`config.mk`:
```
export PLATFORM = sky130hd
export DESIGN_NAME = mem_port_arbiter
export DESIGN_NICKNAME = d
export VERILOG_FILES = /design/src/rtl/mem_arb_pkg.sv /design/src/rtl/arb_pick.sv /design/src/rtl/mem_port_arbiter.sv
export SDC_FILE = /design/constraint.sdc
export NUM_CORES = 1
export LEC_CHECK = 0
export CAP_MARGIN = 20
export CORE_AREA = 5 5 99 101
export DETAILED_ROUTE_END_ITERATION = 10
export DIE_AREA = 0 0 104 106
export PLACE_DENSITY = 0.76
export SLEW_MARGIN = 20
export SYNTH_ARGS = -nofsm -noshare
export SYNTH_HDL_FRONTEND = slang
export SYNTH_HIERARCHICAL = 1
export SYNTH_SLANG_ARGS = --single-unit
```
`constraint.sdc`:
```
create_clock -name clk -period 1.53 [get_ports clk]
set_input_delay 0.153 -clock clk [delete_from_list [all_inputs] [get_ports clk]]
set_output_delay 0.153 -clock clk [all_outputs]
set_load 0.02 [all_outputs]
```
`src/rtl/mem_arb_pkg.sv`:
```
// Shared types and grant encodings for the memory-port arbiter.
// Optional macro ARB_RR_EN (round-robin tie-break) is consumed by the arbiter files.
package mem_arb_pkg;

  typedef enum logic [1:0] {
    IDLE   = 2'd0,
    BUSY_D = 2'd1,
    BUSY_I = 2'd2
  } state_t;

  localparam logic GNT_D = 1'b0;
  localparam logic GNT_I = 1'b1;

endpackage

```
`src/rtl/arb_pick.sv`:
```
// Combinational next-grant selector for the memory-port arbiter.
// Defining ARB_RR_EN turns the D-over-I fixed priority into an alternating tie-break.
module arb_pick
  import mem_arb_pkg::*;
(
  input  logic i_reqD,
  input  logic i_reqI,
  input  logic i_lastGrant,
  output logic o_pick,
  output logic o_valid
);

  assign o_valid = i_reqD | i_reqI;

`ifdef ARB_RR_EN
  always_comb begin
    o_pick = GNT_D;
    if (i_reqD && i_reqI) begin
      // On a tie, hand the port to whoever did not finish last.
      o_pick = (i_lastGrant == GNT_D) ? GNT_I : GNT_D;
    end else if (i_reqI) begin
      o_pick = GNT_I;
    end
  end
`else
  logic w_unused_last_grant;
  assign w_unused_last_grant = i_lastGrant;
  assign o_pick = i_reqD ? GNT_D : GNT_I;
`endif

endmodule

```
`src/rtl/mem_port_arbiter.sv`:
```
// Two-master (data D, instruction-fetch I) arbiter for the single cache/SRAM port.
// Define ARB_RR_EN for round-robin arbitration on simultaneous requests.
module mem_port_arbiter
  import mem_arb_pkg::*;
#(
  parameter int ADDR_W = 32,
  parameter int DATA_W = 32
) (
  input  logic              clk,
  input  logic              rst,
  input  logic              dRdEnIn,
  input  logic              dWrEnIn,
  input  logic [ADDR_W-1:0] dAdrIn,
  input  logic [DATA_W-1:0] dWDataIn,
  output logic [DATA_W-1:0] dRDataOut,
  output logic              dReadyOut,
  input  logic              iRdEnIn,
  input  logic [ADDR_W-1:0] iAdrIn,
  output logic [DATA_W-1:0] iRDataOut,
  output logic              iReadyOut,
  output logic              dsRdEnOut,
  output logic              dsWrEnOut,
  output logic [ADDR_W-1:0] dsAdrOut,
  output logic [DATA_W-1:0] dsWDataOut,
  input  logic [DATA_W-1:0] dsRDataIn,
  input  logic              dsReadyIn
);

  state_t r_state;
  state_t w_state_nxt;
  logic   w_req_d;
  logic   w_req_i;
  logic   w_pick;
  logic   w_pick_vld;
  logic   w_last_grant;

  assign w_req_d = dRdEnIn | dWrEnIn;
  assign w_req_i = iRdEnIn;

`ifdef ARB_RR_EN
  logic r_last_grant;

  // Reset to I so that D wins the very first conflict.
  always_ff @(posedge clk or negedge rst) begin
    if (!rst) begin
      r_last_grant <= GNT_I;
    end else if (dsReadyIn) begin
      if (r_state == BUSY_D) begin
        r_last_grant <= GNT_D;
      end else if (r_state == BUSY_I) begin
        r_last_grant <= GNT_I;
      end
    end
  end

  assign w_last_grant = r_last_grant;
`else
  assign w_last_grant = GNT_I;
`endif

  arb_pick u_pick (
    .i_reqD     (w_req_d),
    .i_reqI     (w_req_i),
    .i_lastGrant(w_last_grant),
    .o_pick     (w_pick),
    .o_valid    (w_pick_vld)
  );

  always_ff @(posedge clk or negedge rst) begin
    if (!rst) begin
      r_state <= IDLE;
    end else begin
      r_state <= w_state_nxt;
    end
  end

  always_comb begin
    w_state_nxt = r_state;
    dsRdEnOut   = 1'b0;
    dsWrEnOut   = 1'b0;
    dsAdrOut    = '0;
    dsWDataOut  = '0;
    dRDataOut   = '0;
    iRDataOut   = '0;
    dReadyOut   = ~w_req_d;
    iReadyOut   = ~w_req_i;

    case (r_state)
      IDLE: begin
        if (w_pick_vld) begin
          w_state_nxt = (w_pick == GNT_D) ? BUSY_D : BUSY_I;
        end
      end
      BUSY_D: begin
        if (dsReadyIn) begin
          w_state_nxt = IDLE;
        end
      end
      BUSY_I: begin
        if (dsReadyIn) begin
          w_state_nxt = IDLE;
        end
      end
      default: w_state_nxt = IDLE;
    endcase

    // Outputs are gated by rst directly so an abandoned access drops at once.
    if (rst) begin
      case (r_state)
        BUSY_D: begin
          dsWrEnOut  = dWrEnIn;
          dsRdEnOut  = dRdEnIn & ~dWrEnIn;
          dsAdrOut   = dAdrIn;
          dsWDataOut = dWDataIn;
          dRDataOut  = dsRDataIn;
          dReadyOut  = ~w_req_d | dsReadyIn;
        end
        BUSY_I: begin
          dsRdEnOut  = iRdEnIn;
          dsAdrOut   = iAdrIn;
          iRDataOut  = dsRDataIn;
          iReadyOut  = ~w_req_i | dsReadyIn;
        end
        default: ;
      endcase
    end else begin
      dReadyOut = 1'b1;
      iReadyOut = 1'b1;
    end
  end

endmodule

```
==> results.txt <==
* Run status: finished with violations
- Failing checks: setup timing
- Final setup violation count: 130
- For the final database, setup skew stands at between 0.00015 and 0.0002 ns.
* Flip-flop count of the largest register, all copies and words added: 2
- Global routing used around 18% of the available tracks across all layers.
* Violation count after the first detailed-routing iteration: 66
- Chip Height: 106 um
- Antenna-violating nets left: 0
- After global routing the overflow that remains totals 0.
- Once routing completed, OpenROAD measured the worst setup slack at -0.2320 ns.
* Clock latency of the later-clocked register in the worst-skew pair: 0.21 ns
- The tightest hold path in the finished design has a slack of 0.04852 ns.
* Mean number of vias per cell: between 4 and 5
- Across the run, the number of max-cap violations was 0.
- The initial antenna violation count was 0.
- In this run the static leakage power is 0.002350 uW.
- Final period demand of the worst path: 1.762 ns
- DR vias: about 2800
* Standard cell core area: 8934 um2
- Before CTS, the worst setup slack after placement is -0.4343 ns.
* Residual DRC count: 0
- The library cell used most frequently in the layout, excluding fill and tap cells, is clkdlybuf4s50_1.
- The top cell types in the final layout, fill and taps aside, are 132 x clkdlybuf4s50_1, 107 x buf_6, 67 x and3_1.
- Measured on the finished design, the core utilization comes to 57.90%.
- After clock tree synthesis, the flow added hold-fix buffers numbering 0.
* Power per unit of standard cell area: 1092 nW/um2
- 1st-pass router iterations: 4
- Total number of clock tree sinks: 2
- Data required time of the worst path: between 1 and 1.5 ns
- Tcrit/Tclk final: 115.2%
* Count of buffers inserted at the top-level ports: around 270
- Routed wirelength normalized by instance count: 19.84 um
* Horizontal die dimension: 104 um
- For the pin with the worst max-slew slack, the measured transition is 0.2861 ns.
* Final hold viol count: 0
- The congestion estimate from routability-driven global placement came to ~0.80.
- Clock-pin slew was measured on the worst setup and hold paths at ~0.030 ns.
- Fraction of final layout cells with drive strength greater than 1: 55.42%
* DRT Wirelength: 11900 um
- Ranked by flip-flop count, first place goes to r_state.
- Post-synthesis instance total: 220
* Area post-placement: 4352 um2
- For this run, the top clock speed supported by timing is 567.5 MHz.
- Total non-filler cell area in the finished layout: between 5000 and 6000 um2
- Max Transition Viols Final: 0
- Post-synthesis to final-layout area growth: 215.3%
* RSZ-0062 raised after global routing: true
- First-pass GRT wire length: roughly 16000 um
* TritonCTS clock tree: done
- Registers with the highest flip-flop counts: r_state x2
- The worst pin sits at a relative slew slack of between 80% and 90%.
- DIE AREA: 11020 um2
* Start-to-end type of the worst setup path: flop to output port
* Pin count of the biggest net entering global routing: 62
- In this run the clock root is driven by a clkbuf_8.
* Number of cell rows: 35
- Arrival time worst endpoint: approximately 1.6 ns
- Of all nets on the critical path, the largest fanout is 9.
* Mean instance size in the synthesized netlist: 7.456 um2
- Starting utilization of the core area: a little under a fifth
- The number of global-route vias before repair is 2762.
- IR analysis of the VDD net gives a maximum drop of 0.4866 mV.
* Nets: around 630
- Kind of start point of the critical path: flop
- The worst hold path belongs to the class primary input to asynchronous set/reset pin.
* Total nets after synthesis: 358
- Ys Warns: 6
- H-tree depth: 1
* HPWL Detailed: 7928 um
- Counting the buffers created by CTS gives 3.
- The synthesized netlist occupies a cell area of roughly 1600 um2.
- Deepest clock path buffer count: 2
- I/O pin total: ~270
- The repair_antennas step left the layout with diodes totalling 0.
* Crit end category: output port
-- per-layer routing --
metal  vias up  GRT usage, %  share of wire, %
met5         -             0                 0
met4         0         1.480              0.39
met2       139         32.60                55
met3         4         4.250               6.7
met1      1327         21.29                38
li1       1348             -                 -
-- final timing paths --
check,depth (start not counted),end,slack [ns],start
max,6,dsAdrOut[14],-0.23,r_state[0]
min,2,r_state[0],0.05,rst
max reg2reg,5,r_state[0],0.18,r_state[1]
min reg2reg,2,r_state[1],0.60,r_state[1]
max in group asynchronous,2,r_state[1],1.34,rst
min in group clk,2,r_state[1],0.60,r_state[1]
-- worst max-delay path, stage by stage (launching register included) --
cell       delay [ns]
dfrtp_1          0.38
inv_2            0.11
ha_4             0.32
clkbuf_16        0.23
a22oi_2          0.08
nor2_2           0.10
buf_4            0.16
-- final cells by class --
cell class,instances,area (um2)
Fill cell,775,3761
Inverter,3,11.26
Timing Repair Buffer,297,3314
Multi-Input combinational cell,184,1617
Tap cell,111,138.9
Clock buffer,3,41.29
Sequential cell,2,50.05
-- where the power goes --
group          switching (uW)  leakage, uW  internal, uW  total, uW
clock network            37.7    0.0000216           166        204
logic                    2530      0.00230          2820       5350
registers                17.3    0.0000258          74.0       91.3
-- stage by stage --
step / total power (uW) / std cells / setup TNS (ns)
2_1_floorplan: 2286 / 220 / 0
3_5_place_dp: 3761 / 579 / -50.34
6_report: 5647 / 600 / -15.14
3_3_place_gp: 3721 / 579 / -46.21
5_1_grt: 5916 / 600 / -21.84
4_1_cts: 4703 / 590 / -14.18
-- repair_timing --
action	4_1_cts	5_1_grt
setup endpoints to repair	132	134
gates resized for setup	614	221
pin swaps	4	9
gates cloned	7	8
setup buffers	1	2
(Power assumes the default switching activity.)
